--- src/rtl/rhythm_pkg.sv ---
// Shared types and constants for the rhythm hit judge.
// Grades, lane FSM states, window timing and point values.
package rhythm_pkg;

  localparam int LANES     = 4;
  localparam int LW        = $clog2(LANES);
  localparam int WIN_TICKS = 16;
  localparam int CEN       = WIN_TICKS / 2;
  localparam int PERFECT_W = 2;
  localparam int GOOD_W    = 5;
  localparam int CW        = $clog2(WIN_TICKS + 1);

  localparam logic [15:0] PTS_PERFECT = 16'd100;
  localparam logic [15:0] PTS_GOOD    = 16'd50;

  typedef enum logic [1:0] {
    G_NONE    = 2'd0,
    G_PERFECT = 2'd1,
    G_GOOD    = 2'd2,
    G_MISS    = 2'd3
  } grade_e;

  typedef enum logic {
    S_IDLE   = 1'b0,
    S_WINDOW = 1'b1
  } lane_st_e;

  function automatic grade_e grade_of(input logic [CW-1:0] c);
    logic [CW-1:0] off;
    grade_e        g;
    off = (c >= CW'(CEN)) ? (c - CW'(CEN))
                          : (CW'(CEN) - c);
    if (off <= CW'(PERFECT_W))
      g = G_PERFECT;
    else if (off <= CW'(GOOD_W))
      g = G_GOOD;
    else
      g = G_MISS;
    return g;
  endfunction

endpackage

--- src/rtl/rhythm_judge_lane.sv ---
// One lane: window FSM, tick counter, grader and a single
// pending-result slot drained by the top-level arbiter.
module judge_lane
  import rhythm_pkg::*;
(
  input  logic   i_Clk,
  input  logic   i_Rst,
  input  logic   i_Tick,
  input  logic   i_Open,
  input  logic   i_Push,
  input  logic   i_Clr,
  output logic   o_Full,
  output grade_e o_Grade,
  output logic   o_Drop
);

  lane_st_e      r_State;
  lane_st_e      w_Next;
  logic [CW-1:0] r_Cnt;
  logic [CW-1:0] w_CntNext;
  grade_e        w_New;
  logic          w_Timeout;
  logic          w_Block;
  logic          r_Full;
  grade_e        r_Grade;

  assign w_Timeout = i_Tick
                   && (r_Cnt == CW'(WIN_TICKS - 1));

  always_ff @(posedge i_Clk) begin
    if (i_Rst) begin
      r_State <= S_IDLE;
      r_Cnt   <= '0;
    end else begin
      r_State <= w_Next;
      r_Cnt   <= w_CntNext;
    end
  end

  always_comb begin
    w_Next    = r_State;
    w_CntNext = r_Cnt;
    unique case (r_State)
      S_IDLE: begin
        if (i_Open) begin
          w_CntNext = '0;
          w_Next    = i_Push ? S_IDLE : S_WINDOW;
        end
      end
      S_WINDOW: begin
        if (i_Open) begin
          w_CntNext = '0;
        end else if (i_Push || w_Timeout) begin
          w_Next    = S_IDLE;
          w_CntNext = '0;
        end else if (i_Tick) begin
          w_CntNext = r_Cnt + 1'b1;
        end
      end
      default: w_Next = S_IDLE;
    endcase
  end

  // A push always grades the note that was already open.
  always_comb begin
    w_New = G_NONE;
    unique case (r_State)
      S_IDLE: begin
        if (i_Open && i_Push)
          w_New = grade_of('0);
      end
      S_WINDOW: begin
        if (i_Push)
          w_New = grade_of(r_Cnt);
        else if (i_Open || w_Timeout)
          w_New = G_MISS;
      end
      default: w_New = G_NONE;
    endcase
  end

  assign w_Block = r_Full && !i_Clr;
  assign o_Drop  = (w_New != G_NONE) && w_Block;

  always_ff @(posedge i_Clk) begin
    if (i_Rst) begin
      r_Full  <= 1'b0;
      r_Grade <= G_NONE;
    end else if ((w_New != G_NONE) && !w_Block) begin
      r_Full  <= 1'b1;
      r_Grade <= w_New;
    end else if (i_Clr) begin
      r_Full  <= 1'b0;
      r_Grade <= G_NONE;
    end
  end

  assign o_Full  = r_Full;
  assign o_Grade = r_Grade;

endmodule

--- src/rtl/rhythm_judge.sv ---
// Rhythm hit judge top: per-lane graders, round-robin result
// arbiter, score/combo accumulators and sticky drop flag.
module rhythm_judge
  import rhythm_pkg::*;
(
  input  logic             i_Clk,
  input  logic             i_Rst,
  input  logic             i_Tick,
  input  logic [LANES-1:0] i_NoteOpen,
  input  logic [LANES-1:0] i_fPush,
  output logic             o_Judge_Valid,
  output logic [1:0]       o_Judge_Lane,
  output logic [1:0]       o_Judge_Result,
  output logic [15:0]      o_Score,
  output logic [7:0]       o_Combo,
  output logic [7:0]       o_MaxCombo,
  output logic             o_Drop
);

  logic [LANES-1:0] w_Full;
  logic [LANES-1:0] w_Clr;
  logic [LANES-1:0] w_DropEv;
  grade_e           w_Grade [LANES];

  logic [LW-1:0]    r_Ptr;
  logic [LW-1:0]    w_Idx;
  logic [LW-1:0]    w_GntLane;
  logic             w_Any;
  grade_e           w_GntGrade;

  logic             r_Valid;
  logic [1:0]       r_Lane;
  grade_e           r_Result;
  logic [15:0]      r_Score;
  logic [7:0]       r_Combo;
  logic [7:0]       r_MaxCombo;
  logic             r_Drop;

  logic [15:0]      w_Pts;
  logic [16:0]      w_Sum;
  logic [15:0]      w_ScoreSat;
  logic [7:0]       w_ComboInc;

  for (genvar g = 0; g < LANES; g++) begin : g_lane
    judge_lane u_lane (
      .i_Clk   (i_Clk),
      .i_Rst   (i_Rst),
      .i_Tick  (i_Tick),
      .i_Open  (i_NoteOpen[g]),
      .i_Push  (i_fPush[g]),
      .i_Clr   (w_Clr[g]),
      .o_Full  (w_Full[g]),
      .o_Grade (w_Grade[g]),
      .o_Drop  (w_DropEv[g])
    );
  end

  // First full slot at or after the pointer wins.
  always_comb begin
    w_Any     = 1'b0;
    w_GntLane = '0;
    w_Idx     = '0;
    for (int k = 0; k < LANES; k++) begin
      w_Idx = r_Ptr + LW'(k);
      if (!w_Any && w_Full[w_Idx]) begin
        w_Any     = 1'b1;
        w_GntLane = w_Idx;
      end
    end
  end

  always_comb begin
    w_Clr = '0;
    if (w_Any)
      w_Clr[w_GntLane] = 1'b1;
  end

  assign w_GntGrade = w_Grade[w_GntLane];

  assign w_Pts = (w_GntGrade == G_PERFECT)
               ? PTS_PERFECT : PTS_GOOD;
  assign w_Sum = {1'b0, r_Score} + {1'b0, w_Pts};
  assign w_ScoreSat = w_Sum[16] ? 16'hFFFF
                                : w_Sum[15:0];
  assign w_ComboInc = (r_Combo == 8'hFF) ? 8'hFF
                                         : r_Combo + 8'd1;

  always_ff @(posedge i_Clk) begin
    if (i_Rst) begin
      r_Ptr      <= '0;
      r_Valid    <= 1'b0;
      r_Lane     <= '0;
      r_Result   <= G_NONE;
      r_Score    <= '0;
      r_Combo    <= '0;
      r_MaxCombo <= '0;
      r_Drop     <= 1'b0;
    end else begin
      r_Valid  <= w_Any;
      r_Lane   <= w_Any ? 2'(w_GntLane) : 2'd0;
      r_Result <= w_Any ? w_GntGrade : G_NONE;
      r_Drop   <= r_Drop | (|w_DropEv);
      if (w_Any) begin
        r_Ptr <= w_GntLane + 1'b1;
        unique case (w_GntGrade)
          G_PERFECT, G_GOOD: begin
            r_Score <= w_ScoreSat;
            r_Combo <= w_ComboInc;
            if (w_ComboInc > r_MaxCombo)
              r_MaxCombo <= w_ComboInc;
          end
          G_MISS:  r_Combo <= '0;
          default: ;
        endcase
      end
    end
  end

  assign o_Judge_Valid  = r_Valid;
  assign o_Judge_Lane   = r_Lane;
  assign o_Judge_Result = r_Result;
  assign o_Score        = r_Score;
  assign o_Combo        = r_Combo;
  assign o_MaxCombo     = r_MaxCombo;
  assign o_Drop         = r_Drop;

endmodule

--- config.mk ---
export PLATFORM = sky130hd
export DESIGN_NAME = rhythm_judge
export DESIGN_NICKNAME = d
export VERILOG_FILES = /design/src/rtl/rhythm_pkg.sv /design/src/rtl/rhythm_judge_lane.sv /design/src/rtl/rhythm_judge.sv
export SDC_FILE = /design/constraint.sdc
export NUM_CORES = 1
export LEC_CHECK = 0
export ABC_AREA = 1
export CAP_MARGIN = 20
export CORE_ASPECT_RATIO = 0.75
export CORE_MARGIN = 2
export CORE_UTILIZATION = 58
export CTS_CLUSTER_SIZE = 20
export DETAILED_ROUTE_END_ITERATION = 10
export GPL_ROUTABILITY_DRIVEN = 0
export GPL_TIMING_DRIVEN = 0
export MAX_ROUTING_LAYER = met4
export PLACE_DENSITY_LB_ADDON = 0.25
export SETUP_SLACK_MARGIN = 0.02
export SYNTH_ARGS = -nofsm -noshare
export SYNTH_HDL_FRONTEND = slang
export SYNTH_SLANG_ARGS = --single-unit
--- constraint.sdc ---
create_clock -name i_Clk -period 3.69 [get_ports i_Clk]
set_clock_uncertainty 0.15 [all_clocks]
set_input_delay 0.5535 -clock i_Clk [delete_from_list [all_inputs] [get_ports i_Clk]]
set_output_delay 0.5535 -clock i_Clk [all_outputs]
set_load 0.01 [all_outputs]
Yosys cells after proc, flatten, opt, wreduce, memory -nomap -nowiden
Cells that the tools add are included.
- output and inout bits: 38
- input port bits: 11
- register bits: 76
- logic and storage cells: 257
- equal/unequal tests: 16
- reduce and logical (&&, ||, !) cells: 62
- add/sub/neg operators: 18
- bitwise gates (word level): 7
- $lt $le $gt $ge: 20
- mux-type cells: 110
- operator list (cell ; number):
    5-bit two-way mux ; 20
    2-bit two-way mux ; 30
    5-bit case mux with 2 select lines ; 4
    1-bit two-way mux ; 37
    1-bit logical AND ; 24
    5-bit by 1-bit adder with 5-bit output (second input constant) ; 4
    5-bit by 4-bit == test with 1-bit output (second input constant) ; 4
    5-bit by 4-bit >= comparator with 1-bit output (second input constant) ; 4
    5-bit by 2-bit <= comparator with 1-bit output (second input constant) ; 4
    5-bit by 3-bit <= comparator with 1-bit output (second input constant) ; 4
    4-bit by 5-bit subtractor with 5-bit output (first input constant) ; 4
    5-bit by 4-bit subtractor with 5-bit output (second input constant) ; 4
    2-bit nonzero test ; 9
    16-bit by 7-bit adder with 17-bit output ; 1
    16-bit two-way mux ; 1
    4-bit inequality test (second input constant) ; 4
    2-bit case mux with 2 select lines ; 4
    8-bit case mux with 2 select lines ; 1
    2-bit by 3-bit less-than comparator with 1-bit output (second input constant) ; 5
    2-bit AND reduction ; 6
    1-bit zero test ; 11
    8-bit by 1-bit adder with 8-bit output (second input constant) ; 1
    1-bit binary-select mux with 2-bit select ; 4
    8-bit == test (second input constant) ; 1
    other kinds (21) ; 42

Depth between registers and ports, before layout
- depth after elaboration: 22
- depth in mapped cells: 28

Cells and area by module
Synthesis repeated with hierarchy kept, for this count alone.
- cell total of the unflattened synthesis: 825
- area, all modules: 5253.8 sq um
- by module, submodules not included (module ; instances ; cells an instance ; area an instance (sq um)):
    rhythm_judge ; 1 ; 425 ; 2781.4
    judge_lane ; 4 ; 100 ; 618.1

Worst setup path before layout
OpenSTA, ideal clock, no wires.
- kind: reg2reg
- from: reg r_Ptr[0]
- to: reg r_Score[13], in the netlist o_Score[13]
- setup time: 132 ps
- path slack: 578 ps
- clock period less this slack: 3112 ps
- arrival time: 2830 ps
- stages on the path, launching flop included: 22
- data required time: 3408 ps
- buffers on the path: 1
- cell sequence: dfxtp_1 buf_6 inv_4 nand2_1 nand3_1 nand2_2 inv_1 nand3_1 nand3_2 nand2_1 nand3_1 nand2_1 inv_1 ha_1 xnor2_1 nand2_1 o21ai_0 nand3_1 nand3_1 nand3_1 nand2_1 a21oi_1
- cells in the longest elaborated chain, start to end: 20
- elaborated cells between the ends (all ways): 36
- those cells by class: add/sub: 4; eq/ne: 2; mux: 21; bitwise: 1; reduce/logical: 8
- ends and longest elaborated chain (item ; line ; text):
    start: declaration ; rhythm_judge.sv:25 ; logic [LW-1:0] r_Ptr;
    start signal: assignment ; rhythm_judge.sv:104 ; r_Ptr <= w_GntLane + 1'b1;
    branches (longest 11 deep; another with 2-bit by 1-bit adder with 2-bit output) ; n/a ;
    2-bit two-way mux (*) ; rhythm_judge.sv:65 ; if (!w_Any && w_Full[w_Idx]) begin
    2-bit NOT with 3-bit output (not written as such) (*) ; rhythm_judge.sv:78 ; assign w_GntGrade = w_Grade[w_GntLane];
    2-bit binary-select mux with 2-bit select (*) ; rhythm_judge.sv:78 ;
    2-bit two-way mux (not written as such) (*) (2 in a row) ; rhythm_judge.sv:78 ;
    named net w_GntGrade[0] ; rhythm_judge.sv:29 ; grade_e w_GntGrade;
    2-bit by 1-bit == test with 1-bit output ; rhythm_judge.sv:80, rhythm_judge.sv:105 ;
    7-bit two-way mux ; rhythm_judge.sv:81 ; ? PTS_PERFECT : PTS_GOOD;
    16-bit by 7-bit adder with 17-bit output ; rhythm_judge.sv:82 ; assign w_Sum = {1'b0, r_Score} + {1'b0, w_Pts};
    16-bit two-way mux ; rhythm_judge.sv:83 ; assign w_ScoreSat = w_Sum[16] ? 16'hFFFF
    end signal: assignment ; rhythm_judge.sv:107 ; r_Score <= w_ScoreSat;
    end: declaration ; rhythm_judge.sv:34 ; logic [15:0] r_Score;
Mark *: on every way through the listed nets, which the timed path passes. The select of a mux whose other input is x is not followed.
A chain may end at the register's enable or synchronous reset.

Worst setup path in the final report
- from: reg r_Ptr[0]
- to: reg r_Score[7], in the netlist o_Score[7]
- cells in the longest elaborated chain, start to end: 20
- elaborated cells between the ends (all ways): 36
- those cells by class: add/sub: 4; eq/ne: 2; mux: 21; bitwise: 1; reduce/logical: 8
- ends and longest elaborated chain (item ; line ; text):
    branches (longest 11 deep; another with 2-bit by 1-bit adder with 2-bit output) ; n/a ;
    2-bit two-way mux (*) ; rhythm_judge.sv:65 ;
    named net w_GntLane[1] ; rhythm_judge.sv:27 ; logic [LW-1:0] w_GntLane;
    2-bit NOT with 3-bit output (not written as such) (*) ; rhythm_judge.sv:78 ;
    2-bit binary-select mux with 2-bit select (*) ; rhythm_judge.sv:78 ;
    2-bit two-way mux (not written as such) (*) (2 in a row) ; rhythm_judge.sv:78 ;
    2-bit by 1-bit == test with 1-bit output ; rhythm_judge.sv:80, rhythm_judge.sv:105 ;
    7-bit two-way mux ; rhythm_judge.sv:81 ;
    16-bit by 7-bit adder with 17-bit output ; rhythm_judge.sv:82 ;
    16-bit two-way mux ; rhythm_judge.sv:83 ;
Marked as above.

==> results.md <==
- Post-Syn Area: 4987 um^2
- Clk sink count: 76
- Hold_ws: 326.0 ps
- Tot Pwr: 5.175 mW
- Fill count: 694
- Commonest cells after routing, fill and taps aside: nand2_1 (227), inv_1 (113), dfxtp_1 (76), nand3_1 (73), a21oi_1 (69)
- Max_cap viols: 0
- Worst path required time: 3730 ps
- Post-synthesis cell count: 786
- Largest net degree at the start of global routing: 13
- CP Class: reg -> reg
- Layout area overhead: 20.35%
- Syn_area_per_cell: 6.345 um^2
- Vias in the first global route: 4804
- Seq/Total Area, Yosys: 0.3051
- CP startpoint kind: register
- Final min period: 3461 ps
- Die height: 84.31 um
- Max H-tree Level: 3
- Drt pass-1 iters: 5
- Initial antenna violation count: 0
- First-pass GRT wire length: 21580 um
- Syn Nets: 827
- CTS tree: yes
- Initial drt markers: 486
- Pins Over Slew Limit: 0
- Layout cells sized above 1: 0.06690
- DRC: 0
- DRT met1 WL: 6026 um
- Slew @ Worst Pin: 663.7 ps
- Final nets: 888
- Port Buffers: 47
- Tcrit/Tclk final: 0.9380
- Die area: 9364 um^2
- Metal3 WL: 1151 um
- Overall routed net length: 13280 um
- Worst Slack Setup Final: 228.8 ps
- Min-delay worst type: reg -> reg
- Count of final setup violators: 0
- Via Count: 5375
- Final Hold Fails: 0
- Initial core utilization: 0.5924
- CTS root buffer: clkbuf_16
- Cell row count: 29
- Clock transition at path regs: 60 ps
- CP arrival: 3500 ps
- Hold-fix buffers at CTS: 0
- Detailed-route wire length per cell: 13.83 um
- Leakage power: 2.684 nW
- Top Metal Used: met4
- Critical path endpoint category: register
- Met2 routed WL: 5883 um
- Ys Warns: 0
- Pwr dens: 862.3 nW/um^2
- F_max: 288.9 MHz
- Total gr overflow: 0
- Vias per cell: 5.599
- Worst VDD drop: 0.8236 mV
- Clk Latency, worst-skew pair: 330 ps
- Status: completed
- CTS max path bufs: 2
- FF-to-FF setup slack: 230 ps
- Distinct cells, synth: 37
- Num CTS Buffers: 9
- Final Util: 0.7130
- Die width: 111.1 um
- Routed Antenna Nets: 0
- I/O pins: 49
- Max-Slew Margin vs Limit: 0.5575
- Pre-CTS setup slack: -22.72 ps
- Hpwl dp: 9824 um
- Number of diodes: 0
- Total negative slack: 0 ps
- Cell taking the most area after synthesis: dfxtp_1
- Synth Register Bits: 76
- Synth top area share: 0.3051
- Crit-path max FO: 10
- Commonest non-fill, non-tap cell in the layout: nand2_1
- Top cells by area, synth: dfxtp_1 (31%), nand2_1 (17%), inv_1 (8.6%)
- Tot GR Track Use: 0.2850
- CORE AREA: 8418 um^2
-- layer usage --
layer  vias up  track usage
li1       2687            -
met4         0      0.07969
met5         -            -
met2       231       0.4412
met3        26      0.07076
met1      2431       0.3746
-- through the flow --
| stage | instance area, um^2 | cells |
|---|---|---|
| 2_1_floorplan | 4987 | 786 |
| 3_3_place_gp | 5593 | 941 |
| 3_5_place_dp | 5593 | 941 |
| 4_1_cts | 5911 | 957 |
| 5_1_grt | 6002 | 960 |
| 6_report | 6002 | 960 |
-- worst paths after layout --
path	startpoint	to	depth (start not counted)
worst max-delay path	r_Ptr[0]	o_Score[7]	25
worst min-delay path	o_MaxCombo[0]	o_MaxCombo[0]	2
worst max register to register	r_Ptr[0]	o_Score[7]	25
worst min register to register	o_MaxCombo[0]	o_MaxCombo[0]	2
-- cell type report --
class	count	area, um^2	share of cell area
inverter	119	449.2	0.07484
timing repair buffer	50	493.0	0.08213
sequential	76	1521	0.2535
clock buffer	11	242.7	0.04044
multi-input combinational	578	3010	0.5016
buffer	13	75.07	0.01251
tap	108	135.1	0.02251
clock inverter	5	75.07	0.01251
-- synth_stat cells --
master	number
a211oi_1	7
a21o_1	1
a21oi_1	70
a21oi_4	1
a221oi_1	3
a2bb2oi_1	4
a31oi_1	5
and2_1	1
buf_2	3
buf_6	3
clkbuf_1	7
dfxtp_1	76
ha_1	30
inv_1	114
inv_2	4
inv_4	1
nand2_1	231
nand2_2	6
nand2_4	1
nand3_1	74
nand3_2	1
nand3_4	1
nand3b_1	3
nand4_1	16
nor2_1	56
nor2_8	1
nor3_1	9
nor4_1	1
o21a_1	1
o21ai_0	39
o21ai_1	3
o21ai_2	1
o22a_1	1
o31ai_1	3
or2_2	2
xnor2_1	2
xor2_1	4
-- cells by family after synthesis --
family          count (synthesis)  share of synthesized area
compound gates                139                     0.1558
xor+xnor                        6                    0.01054
fa+ha+maj                      30                    0.07526
buf+inv                       132                     0.1051
flops                          76                     0.3051
simple gates                  403                     0.3482
-- worst max-delay path, stage by stage (launching register included) --
cell and delay [ps]:
dfxtp_1 330, buf_6 140, inv_4 60, nand2_1 60
nand2_1 100, nand2_2 110, nand2_4 80, nor2_8 120
nand3_1 90, nand4_1 90, nand2_2 110, inv_1 150
nand3_1 90, nand2_1 210, ha_4 210, inv_1 60
nand2_1 110, inv_1 70, ha_1 190, a21oi_2 180
inv_1 110, nand2_1 70, nand2_1 90, nand2_1 100
xor2_1 160, a21oi_1 80
-- registers in the layout, indices dropped and copies added (netlist names) --
register               count
g_lane.u_lane.r_Cnt       20
o_Score                   16
g_lane.u_lane.o_Grade      8
o_Combo                    8
o_MaxCombo                 8
g_lane.u_lane.o_Full       4
g_lane.u_lane.r_State      4
o_Judge_Lane               2
o_Judge_Result             2
r_Ptr                      2
o_Drop                     1
o_Judge_Valid              1
-- where the power goes --
group	total [mW]	leakage [nW]	internal (mW)	switching, mW
combinational	3.16	1.90	1.11	2.06
sequential	1.08	0.620	0.971	0.108
clock	0.936	0.159	0.607	0.329
total	5.18	2.68	2.68	2.49
-- timing repair --
item / in CTS / in global routing
buffers inserted: 0 / 3
pin swaps: 0 / 4
gates resized for setup: 2 / 19
endpoints found under the setup margin: 6 / 16
No activity file was read; power rests on OpenSTA's default activity.
